File: config.mk
export PLATFORM = sky130hd
export DESIGN_NAME = gamepad_poller
export DESIGN_NICKNAME = d
export VERILOG_FILES = /design/src/rtl/gamepad_poller.sv
export SDC_FILE = /design/constraint.sdc
export NUM_CORES = 1
export LEC_CHECK = 0
export CAP_MARGIN = 20
export CORE_MARGIN = 5
export CORE_UTILIZATION = 44
export DETAILED_ROUTE_END_ITERATION = 10
export GPL_ROUTABILITY_DRIVEN = 0
export GPL_TIMING_DRIVEN = 0
export PLACE_DENSITY = 0.67
export SLEW_MARGIN = 40
export SYNTH_ARGS = -nofsm -noshare
export SYNTH_HDL_FRONTEND = slang
export SYNTH_SLANG_ARGS = --single-unit
File: constraint.sdc
create_clock -name i_clk -period 3 [get_ports i_clk]
set_input_delay 0.6 -clock i_clk [delete_from_list [all_inputs] [get_ports i_clk]]
set_output_delay 0.6 -clock i_clk [all_outputs]
set_load 0.05 [all_outputs]
File: src/rtl/gamepad_poller.sv
// gamepad_poller
// Reads NES/SNES-style serial controllers over a shared latch and data clock.
// A poll is a latch pulse followed by NUM_BITS low/high clock phases; the
// captured word is published all at once, with a per-pad "changed" flag.
module gamepad_poller #(
    parameter int NUM_PADS     = 2,
    parameter int NUM_BITS     = 8,
    parameter int LATCH_CYCLES = 324,
    parameter int HALF_CYCLES  = 162,
    parameter int POLL_CYCLES  = 450000
) (
    input  logic                         i_clk,
    input  logic                         i_rst,
    input  logic                         i_poll_en,
    input  logic                         i_trigger,
    output logic                         o_data_latch,
    output logic                         o_data_clock,
    input  logic [NUM_PADS-1:0]          i_serial_data,
    output logic [NUM_PADS*NUM_BITS-1:0] o_button_state,
    output logic                         o_data_available,
    output logic [NUM_PADS-1:0]          o_changed
);

    localparam int MAX_PHASE = (LATCH_CYCLES > HALF_CYCLES) ? LATCH_CYCLES : HALF_CYCLES;
    localparam int CNT_W     = $clog2(MAX_PHASE + 1);
    localparam int BIT_W     = (NUM_BITS > 1) ? $clog2(NUM_BITS) : 1;
    localparam int TIMER_W   = (POLL_CYCLES > 1) ? $clog2(POLL_CYCLES) : 1;
    localparam int WORD_W    = NUM_PADS * NUM_BITS;

    // The poll period must leave room for a complete poll plus the return to idle.
    if (POLL_CYCLES <= LATCH_CYCLES + 2 * NUM_BITS * HALF_CYCLES + 2) begin : g_cfg_check
        $error("gamepad_poller: POLL_CYCLES too short for one complete poll");
    end

    typedef enum logic [2:0] {
        S_IDLE,
        S_LATCH,
        S_LOW,
        S_HIGH,
        S_DONE
    } state_t;

    state_t               state_q;
    logic [CNT_W-1:0]     cnt_q;
    logic [BIT_W-1:0]     bit_q;
    logic [TIMER_W-1:0]   timer_q;
    logic [TIMER_W-1:0]   timer_d;
    logic                 timer_wrap;
    logic                 start_d;
    logic [WORD_W-1:0]    shadow_q;
    logic [WORD_W-1:0]    button_q;
    logic                 latch_q;
    logic                 dclk_q;
    logic                 avail_q;
    logic [NUM_PADS-1:0]  changed_q;

    assign timer_wrap = (timer_q == TIMER_W'(POLL_CYCLES - 1));
    assign timer_d    = timer_wrap ? '0 : timer_q + TIMER_W'(1);
    // A start request is only acted on in IDLE; elsewhere it is simply ignored.
    assign start_d    = i_trigger | (timer_wrap & i_poll_en);

    // Free-running poll timer, independent of the poll state machine.
    always_ff @(posedge i_clk or posedge i_rst) begin
        if (i_rst) begin
            timer_q <= '0;
        end else begin
            timer_q <= timer_d;
        end
    end

    // Poll sequencer: drives latch/clock, samples pads, publishes the word.
    always_ff @(posedge i_clk or posedge i_rst) begin
        if (i_rst) begin
            state_q   <= S_IDLE;
            cnt_q     <= '0;
            bit_q     <= '0;
            shadow_q  <= '0;
            button_q  <= '0;
            latch_q   <= 1'b0;
            dclk_q    <= 1'b0;
            avail_q   <= 1'b0;
            changed_q <= '0;
        end else begin
            avail_q   <= 1'b0;
            changed_q <= '0;
            case (state_q)
                S_IDLE: begin
                    if (start_d) begin
                        state_q <= S_LATCH;
                        latch_q <= 1'b1;
                        cnt_q   <= CNT_W'(LATCH_CYCLES - 1);
                    end
                end
                S_LATCH: begin
                    if (cnt_q == '0) begin
                        state_q <= S_LOW;
                        latch_q <= 1'b0;
                        bit_q   <= '0;
                        cnt_q   <= CNT_W'(HALF_CYCLES - 1);
                    end else begin
                        cnt_q <= cnt_q - CNT_W'(1);
                    end
                end
                S_LOW: begin
                    if (cnt_q == '0) begin
                        // Pads drive active-low data; store as pressed=1.
                        for (int p = 0; p < NUM_PADS; p++) begin
                            shadow_q[p*NUM_BITS + int'(bit_q)] <= ~i_serial_data[p];
                        end
                        if (bit_q == BIT_W'(NUM_BITS - 1)) begin
                            state_q <= S_DONE;
                        end else begin
                            state_q <= S_HIGH;
                            dclk_q  <= 1'b1;
                            cnt_q   <= CNT_W'(HALF_CYCLES - 1);
                        end
                    end else begin
                        cnt_q <= cnt_q - CNT_W'(1);
                    end
                end
                S_HIGH: begin
                    if (cnt_q == '0) begin
                        state_q <= S_LOW;
                        dclk_q  <= 1'b0;
                        bit_q   <= bit_q + BIT_W'(1);
                        cnt_q   <= CNT_W'(HALF_CYCLES - 1);
                    end else begin
                        cnt_q <= cnt_q - CNT_W'(1);
                    end
                end
                S_DONE: begin
                    button_q <= shadow_q;
                    avail_q  <= 1'b1;
                    for (int p = 0; p < NUM_PADS; p++) begin
                        changed_q[p] <= (shadow_q[p*NUM_BITS +: NUM_BITS] !=
                                         button_q[p*NUM_BITS +: NUM_BITS]);
                    end
                    state_q <= S_IDLE;
                end
                default: begin
                    state_q <= S_IDLE;
                    latch_q <= 1'b0;
                    dclk_q  <= 1'b0;
                end
            endcase
        end
    end

    assign o_data_latch     = latch_q;
    assign o_data_clock     = dclk_q;
    assign o_button_state   = button_q;
    assign o_data_available = avail_q;
    assign o_changed        = changed_q;

endmodule

==> results of run 1 <==
-- final timing paths --
| check | depth (start not counted) | startpoint | endpoint | slack [ps] |
|---|---|---|---|---|
| max reg2reg | 7 | cnt_q[1] | shadow_q[6] | 870 |
| min | 1 | timer_q[0] | timer_q[0] | 490 |
| min in group asynchronous | 2 | i_rst | timer_q[15] | 600 |
| max in group asynchronous | 3 | i_rst | shadow_q[10] | 1900 |
| min reg2reg | 1 | timer_q[0] | timer_q[0] | 490 |
| max | 1 | o_button_state[3] | o_button_state[3] | 810 |
-- layout make-up --
cell class	count	share of cell area (%)
Clock inverter	5	1.43
Clock buffer	11	3.51
Tap cell	102	3.17
Sequential cell	71	44.2
Inverter	28	2.74
Buffer	10	1.18
Timing Repair Buffer	25	6.47
Multi-Input combinational cell	223	37.3
-- metrics by stage --
| step | TNS, ps | utilization [%] | cells | hold slack (ps) |
|---|---|---|---|---|
| 3_5_place_dp | 0 | 50.0 | 459 | 486 |
| 2_1_floorplan | 0 | - | 332 | 455 |
| 5_1_grt | 0 | 52.6 | 475 | 536 |
| 4_1_cts | 0 | 52.6 | 475 | 494 |
| 3_3_place_gp | -44730 | 49.7 | 458 | 478 |
| 6_report | 0 | 52.6 | 475 | 491 |
-- routing by layer --
layer	part of all wire (%)	GRT usage, %
met1	46	19.0
met2	47	22.4
met3	5.3	5.07
met4	0.97	4.20
met5	0	0
-- state kept, by name (all words and copies together) (netlist names) --
| name | count |
|---|---|
| cnt_q | 9 |
| o_changed | 2 |
| o_data_latch | 1 |
| o_data_clock | 1 |
| bit_q | 3 |
| o_button_state | 16 |
| state_q | 3 |
| o_data_available | 1 |
| shadow_q | 16 |
| timer_q | 19 |
-- layout by cell type, fill, tap and decap left out, drive strengths merged, types with 2 or more instances in the layout --
master / synthesis / routed
dfrtp: 71 / 71
nand2: 34 / 34
inv: 28 / 28
o21ai: 28 / 28
xor2: 26 / 26
nor2: 24 / 24
clkdlybuf4s50: 0 / 24
mux2i: 17 / 17
clkbuf: 5 / 16
nand3: 13 / 13
nor3: 11 / 11
nor4: 8 / 8
a21oi: 7 / 7
xnor2: 7 / 7
buf: 5 / 6
nand4: 5 / 5
ha: 4 / 4
o31ai: 3 / 3
a21o: 3 / 3
clkinvlp: 0 / 3
nor3b: 2 / 2
o41ai: 2 / 2
a31oi: 2 / 2
and4: 2 / 2
and2: 2 / 2
and3: 2 / 2
nor2b: 2 / 2
or4: 2 / 2
or3b: 2 / 2
nand4b: 2 / 2
-- cells by family after synthesis --
family / after synthesis / share of synthesized area [%]
flip-flops: 71 / 51.8
XOR/XNOR: 33 / 8.42
buffers and inverters: 38 / 4.45
multiplexers: 18 / 5.29
AND/OR/NAND/NOR: 114 / 18.3
adder cells (fa/ha/maj): 4 / 1.46
AO/OA/AOI/OAI: 54 / 10.3
-- power by group through the flow --
| stage | Combinational, uW | Sequential (uW) | Clock [uW] |
|---|---|---|---|
| 6_report | 43.1 | 965 | 768 |
| 3_5_place_dp | 45.1 | 984 | 0 |
| 2_1_floorplan | 27.4 | 984 | 0 |
| 3_3_place_gp | 40.5 | 984 | 0 |
| 4_1_cts | 45.2 | 965 | 794 |
| 5_1_grt | 50.4 | 966 | 832 |
==> results_dict.tcl, run 1 <==
set metrics [dict create \
    status "complete, no violations" \
    start_kind "flip-flop" \
    ys_ff_latch 71 \
    antenna_found_initial 0 \
    syn-cell-area_um2 3430 \
    die_w_um 98.3 \
    rows 32 \
    synth_most_common_cell "dfrtp_1" \
    p_total_uw 1780 \
    cp_top_family "buffers and inverters" \
    critPathKind "reg2out" \
    drtIter0Drc 98 \
    cts_max_level 3 \
    syn_inst 332 \
    coreArea_um2 7650 \
    ys_types 52 \
    dpl-instance-area_um2 3820 \
    crit_slowest_cell "clkdlybuf4s50_1" \
    dr_total_vias 2442 \
    design_area_um2 4020 \
    cp-end-kind "primary output" \
    wl_per_cell_um 13.7 \
    cts_resized 0 \
    clkTransAtPathRegs_ps 80 \
    report.final.setup_viol 0 \
    grt_max_degree 38 \
    p_clk_share_pct 43.2 \
    drc 0 \
    ys.flop_type "dfrtp_1" \
    combPwrFrac_pct 2.4 \
    critPathArrivalTime_ps 1590 \
    place_ws_ps 896 \
    grt_pass1_vias 2415 \
    synthTopCellsByCount "71 x dfrtp_1, 34 x nand2_1, 28 x inv_1" \
    clock_path_buffers 2 \
    fmax_ghz 0.457 \
    ys.warnings.count 0 \
    die_y_um 98.3 \
    p_switching_uw 396 \
    max_cap_viol_count 0 \
    drt-total-wl_mm 6.53 \
    syn_area_per_cell_um2 10.3 \
    antenna_violating_nets_post_route 0 \
    seqPwrFrac_pct 54.3 \
    clk_latency_ps 350 \
    cts.sinks 71 \
    register_area_um2 1780 \
    detail_route.first_pass.iterations 4 \
    antenna_cells 0 \
    layout_min_cycle_time_ps 2190 \
    synth_seq_area_share_pct 51.8 \
    required_ps 2400 \
    async_flop_share_pct 100 \
    power_leakage_uw 0.00187 \
    power.switching_fraction_pct 22.3 \
    multi_input_area_um2 1500 \
    finalNetCount 378 \
    area_growth_pct 17.2 \
    tightest_slew_ps 542 \
    cts_setup_buffers 0 \
    port_buffers 24 \
    cts_buffers 9 \
    io_pins 27 \
    synth_area_leaders "dfrtp_1 52%, xor2_1 6.6%, mux2i_1 5.0%" \
    intPower_uw 1380 \
    n_fill_cell 681 \
    relSlewSlack_pct 63.5 \
    rsz0062_at_grt "false" \
    cts_hold_buf 0 \
    clock-root-buffer "clkbuf_8" \
    grt_pass1_wl_mm 11.3 \
    maxSlewViolCount 0 \
    layout_setup_ws_ps 814 \
    cts_tree "yes" \
    synth_edf_count 0 \
    peakVddDrop_uv 281 \
    netlist.area_leader.share_pct 51.8 \
    crit_chain "clkdlybuf4s50_1" \
    power_density_nw_per_um2 442 \
    grtUsageTotal_pct 14.4 \
    synth_nets 342 \
    die_area_um2 9670 \
    start_util_pct 44.9 \
    place_hpwl_mm 4.58 \
    period_share_pct 72.9 \
    grt_overflow 0 \
    cp_slowest_stage_delay_ps 830 \
    hold_viol 0 \
    drive_above_1_share_pct 9.65 \
    crit_buf_inv 1 \
    fin_skew_ps 8.02 \
    vias_per_cell 5.14 \
    crit_fanout 3 \
    hold_path.class "reg2reg" \
    synth_top_area_cell "dfrtp_1" \
]
Note: power is estimated with default switching activity, not from simulation.
==> inputs of run 2 (changes only) <==
--- a/config.mk
+++ b/config.mk
@@ -11,7 +11,7 @@
 export DETAILED_ROUTE_END_ITERATION = 10
 export GPL_ROUTABILITY_DRIVEN = 0
 export GPL_TIMING_DRIVEN = 0
-export PLACE_DENSITY = 0.67
+export PLACE_DENSITY = 0.69
 export SLEW_MARGIN = 40
 export SYNTH_ARGS = -nofsm -noshare
 export SYNTH_HDL_FRONTEND = slang
==> constraint.sdc (replaced) <==
create_clock -name i_clk -period 1.8 [get_ports i_clk]
set_input_delay 0.36 -clock i_clk [delete_from_list [all_inputs] [get_ports i_clk]]
set_output_delay 0.36 -clock i_clk [all_outputs]
set_load 0.05 [all_outputs]
==> run 2 against run 1 <==
Compared with the run above: die area unchanged; worst setup slack worse by 1000 ps; via count rose by 6.0%; register-to-register slack worse by 1100 ps; combinational power rose by 100%; clock-buffer cell count stayed put; the run now ends with negative setup slack left; clock skew increased by 2.8 ps; wire length grew 9.7%; highest routed layer unchanged; clock power up 120%; worst hold slack worse by 190 ps; critical endpoint is now cnt_q[2]; global-route usage up 1.0 points.
==> results_dict.tcl, run 2 (synthesized netlist as in run 1, its figures left out) <==
set metrics [dict create \
    power_leakage_uw 0.00219 \
    antenna_found_initial 0 \
    place_hpwl_mm 4.80 \
    instances_no_fill 497 \
    drc 0 \
    p_total_uw 3390 \
    clock_path_buffers 2 \
    hold_viol 0 \
    cp_slowest_stage_delay_ps 370 \
    antenna_violating_nets_post_route 0 \
    cts_buffers 9 \
    largest_reg_flops 19 \
    rows 32 \
    status "finished, violations left" \
    drive_above_1_share_pct 20.0 \
    grt_max_degree 24 \
    cp_top_family "compound AO/OA/AOI/OAI gates" \
    vias_per_cell 5.21 \
    layout_setup_ws_ps -196 \
    maxSlewViolCount 0 \
    crit_chain "inv_2, ha_4, nor3b_4, and3b_2, buf_6, a41oi_4, o21ai_4, a221o_1" \
    clkTransAtPathRegs_ps 70 \
    clock-root-buffer "clkbuf_8" \
    report.final.setup_viol 27 \
    io_pins 27 \
    layout_common_cells "70 x dfrtp_1, 32 x nand2_1, 26 x xor2_1" \
    cts.sinks 71 \
    max_cap_viol_count 0 \
    rsz0062_at_grt "true" \
    final_core_util_pct 58.4 \
    dpl-instance-area_um2 3890 \
    finalNetCount 400 \
    coreArea_um2 7650 \
    critPathLaunch "cnt_q[1]" \
    period_share_pct 111 \
    violations "negative setup slack" \
    crit_fanout 6 \
    timing.hold.ws_ps 304 \
    drt-total-wl_mm 7.16 \
    layout_min_cycle_time_ps 2000 \
    die_y_um 98.3 \
    die_w_um 98.3 \
    critPathKind "reg2reg" \
    dp_cells 461 \
    fmax_ghz 0.501 \
    grtUsageTotal_pct 15.4 \
    antenna_cells 0 \
    register_area_um2 1780 \
    grt_overflow 0 \
    area_growth_pct 30.2 \
    cp-end-kind "flip-flop" \
    fin_skew_ps 10.8 \
    clk_latency_ps 350 \
    worstReg2RegStart "cnt_q[1]" \
    tightest_slew_ps 559 \
    wl_per_cell_um 14.4 \
    relSlewSlack_pct 62.7 \
    detail_route.first_pass.iterations 4 \
    regMostFlops "timer_q" \
    power_density_nw_per_um2 759 \
    port_buffers 24 \
    critPathArrivalTime_ps 2220 \
    n_fill_cell 643 \
    required_ps 2030 \
    crit_slowest_cell "dfrtp_1" \
    multi_input_area_um2 1660 \
    cts_max_level 3 \
    die_area_um2 9670 \
    final_common_cell "dfrtp_1" \
    drtIter0Drc 85 \
    peakVddDrop_uv 502 \
    start_util_pct 44.9 \
    grt_pass1_vias 2550 \
    crit_buf_inv 2 \
    cts_tree "yes" \
    start_kind "flip-flop" \
    dr_total_vias 2588 \
    hold_path.class "in2async" \
    grt_pass1_wl_mm 12.0 \
    design_area_um2 4470 \
]
## run 2: layout make-up
type	instances	share of cell area [%]
Buffer	10	1.15
Clock buffer	11	3.16
Clock inverter	5	2.88
Inverter	28	2.44
Multi-Input combinational cell	223	37.2
Sequential cell	71	39.8
Tap cell	102	2.86
Timing Repair Buffer	47	10.5
## run 2: worst register-to-register path, stage by stage, from the launching register on
cell and delay, ps:
dfrtp_1 370, inv_2 60, ha_4 170, nor3b_4 150, and3b_2 280, buf_6 140, a41oi_4 250, o21ai_4 140
a221o_1 330
## run 2: power by group
| part | switching, uW | internal, uW | leakage, uW |
|---|---|---|---|
| registers | 6.09 | 1600 | 0.000891 |
| clock network | 593 | 1100 | 0.000134 |
| logic | 52.7 | 35.5 | 0.00117 |
| total | 652 | 2740 | 0.00219 |
## run 2: repair_timing
action,in CTS,in global routing
setup endpoints to repair,75,58
setup buffers,14,6
endpoints found under the hold margin,0,0
gates cloned,0,0
hold buffers,0,0
pin swaps,6,13
gates resized for setup,48,20
## run 2: layer usage
metal	track usage, %	vias to the layer above	wire length (um)	share of wire, %
met4	5.15	0	75	1.0
li1	-	1269	-	-
met2	25.8	50	3560	50
met1	18.9	1261	3180	44
met5	0	-	0	0
met3	5.00	8	344	4.8
## run 2: stage by stage
step	setup TNS [ps]	setup WS (ps)
final	-2850	-196
after global routing	-5230	-256
after CTS	-1770	-167
after detailed placement	-4840	-222
after global placement	-18100	-210
after floorplan	-10.3	-10.3
## run 2: worst paths after layout
path | to | slack, ps | depth (start not counted)
max | cnt_q[2] | -200 | 8
min | o_data_available | 300 | 2
max reg2reg | cnt_q[2] | -200 | 8
min reg2reg | o_data_clock | 490 | 2
max in group asynchronous | timer_q[7] | 930 | 4
min in group i_clk | shadow_q[1] | 390 | 2
==> inputs of run 3 (changes only) <==
--- a/config.mk
+++ b/config.mk
@@ -6,7 +6,7 @@
 export NUM_CORES = 1
 export LEC_CHECK = 0
 export CAP_MARGIN = 20
-export CORE_MARGIN = 5
+export CORE_MARGIN = 4
 export CORE_UTILIZATION = 44
 export DETAILED_ROUTE_END_ITERATION = 10
 export GPL_ROUTABILITY_DRIVEN = 0
==> run 3 against run 2 <==
Compared with the run above: the flow still finishes with violations (negative setup slack); clock-buffer cell count down 2; utilization up 0.25 points; clock skew down 1.6 ps; sequential power about the same; fmax up 5.8%; sequential share of layout area up 1.1 points; combinational power up 8.5%; die area down 4.0%.
==> results_dict.tcl, run 3 (synthesized netlist as in run 1, its figures left out) <==
set metrics [dict create \
    antenna_found_initial 0 \
    layout_setup_ws_ps -86.9 \
    area_growth_pct 26.6 \
    required_ps 2060 \
    maxSlewViolCount 0 \
    dpl-instance-area_um2 3920 \
    cts.sinks 71 \
    die_y_um 96.3 \
    clock_path_buffers 2 \
    violations "negative setup slack" \
    crit_fanout 5 \
    grt_overflow 0 \
    route.met2.wl_mm 3.50 \
    finalNetCount 398 \
    max_cap_viol_count 0 \
    layout_common_cells "70 x dfrtp_1, 30 x nand2_1, 26 x xor2_1" \
    cts_hold_buf 0 \
    power_density_nw_per_um2 683 \
    crit_slowest_cell "dfrtp_1" \
    place_hpwl_mm 4.82 \
    grt_max_degree 18 \
    design_area_um2 4350 \
    clock-root-buffer "clkbuf_8" \
    start_util_pct 46.3 \
    die_area_um2 9280 \
    grt_pass1_vias 2615 \
    fmax_ghz 0.530 \
    cp-end-kind "flip-flop" \
    timing.reg2reg.setup_slack_ps -90 \
    worstReg2RegStart "cnt_q[1]" \
    wl_met1_mm 3.09 \
    cts_tree "yes" \
    timing.hold.ws_ps 329 \
    clkTransAtPathRegs_ps 80 \
    vias_per_cell 5.32 \
    wl_per_cell_um 14.2 \
    critPathKind "reg2reg" \
    layout_min_cycle_time_ps 1890 \
    start_kind "flip-flop" \
    rows 31 \
    fin_skew_ps 9.24 \
    hold_path.class "in2async" \
    die_w_um 96.3 \
    antenna_violating_nets_post_route 0 \
    io_pins 27 \
    rsz0062_at_grt "true" \
    status "finished, violations left" \
    critPathArrivalTime_ps 2140 \
    largest_reg_flops 19 \
    antenna_cells 0 \
    dr_total_vias 2619 \
    r2r_cells 7 \
    report.final.setup_viol 24 \
    drtIter0Drc 105 \
    cp_slowest_stage_delay_ps 400 \
    peakVddDrop_uv 594 \
    regMostFlops "timer_q" \
    wl_met3_um 321 \
    r2r-end "shadow_q[4]" \
    cts_buffers 9 \
    grtUsageTotal_pct 16.7 \
    cts_max_level 3 \
    period_share_pct 105 \
    crit_chain "inv_2, ha_4, nor3b_4, and3b_2, nand4b_4, nor3_4, mux2i_1" \
    p_total_uw 2970 \
    coreArea_um2 7410 \
    drt-total-wl_mm 6.98 \
    crit_buf_inv 1 \
    port_buffers 24 \
    drc 0 \
    relSlewSlack_pct 66.4 \
    drive_above_1_share_pct 19.8 \
    power_leakage_uw 0.00215 \
    clk_latency_ps 340 \
    critPathLaunch "cnt_q[1]" \
    grt_pass1_wl_mm 12.1 \
    tightest_slew_ps 504 \
    final_common_cell "dfrtp_1" \
    top_layer "met4" \
    detail_route.first_pass.iterations 5 \
    hold_viol 0 \
    cp_top_family "simple AND/OR/NAND/NOR gates" \
]
[run 3: cell count changes in the layout (fill, tap and decap cells not counted), sizes merged]
cell,change
clkinv,+4
bufinv,-3
buf,-2
clkbuf,-2
clkinvlp,+1
[run 3: final cells by class]
| type | instances | area (um2) |
|---|---|---|
| flip-flops and latches | 71 | 1780 |
| plain buffers | 10 | 52.6 |
| clock buffers | 9 | 124 |
| repair buffers | 45 | 463 |
| clock inverters | 7 | 73.8 |
| inverters | 28 | 109 |
| fillers | 632 | 3060 |
| multi-input cells | 223 | 1620 |
| well taps | 99 | 124 |
[run 3: how the worst max path moves through the flow]
| stage | cells after the start | end | slack [ps] |
|---|---|---|---|
| after floorplan | 7 | cnt_q[2] | -10 |
| after global placement | 2 | cnt_q[0] | -210 |
| after detailed placement | 7 | shadow_q[4] | -300 |
| after CTS | 7 | shadow_q[4] | -140 |
| after global routing | 7 | shadow_q[4] | -170 |
| final | 7 | shadow_q[4] | -90 |
[run 3: stage by stage]
| stage | TNS [ps] | setup slack [ps] | util [%] | std cells |
|---|---|---|---|---|
| after floorplan | -10.3 | -10.3 | - | 332 |
| after global placement | -18560 | -213 | 51.4 | 455 |
| after detailed placement | -5140 | -301 | 52.8 | 459 |
| after CTS | -641 | -145 | 57.6 | 489 |
| after global routing | -3140 | -174 | 58.7 | 492 |
| final | -770 | -86.9 | 58.7 | 492 |
[run 3: metal layers]
layer	track usage (%)	up-vias
li1	-	1262
met5	0	-
met1	20.8	1280
met3	4.77	11
met2	29.1	66
met4	3.27	0
[run 3: report_power, final]
part	leakage, uW	switching, uW	internal [uW]
Sequential	0.000891	6.24	1600
Combinational	0.00116	54.0	41.7
Clock	0.0000992	624	642
Total	0.00215	684	2290
[run 3: what timing repair did]
action / CTS / global route
setup buffers: 14 / 3
setup endpoints to repair: 77 / 50
pin swaps: 7 / 7
resized for setup: 40 / 21
[run 3: worst register-to-register path, stage by stage, from the launching register on]
cell	delay, ps
dfrtp_1	400
inv_2	90
ha_4	140
nor3b_4	190
and3b_2	290
nand4b_4	200
nor3_4	250
mux2i_1	250
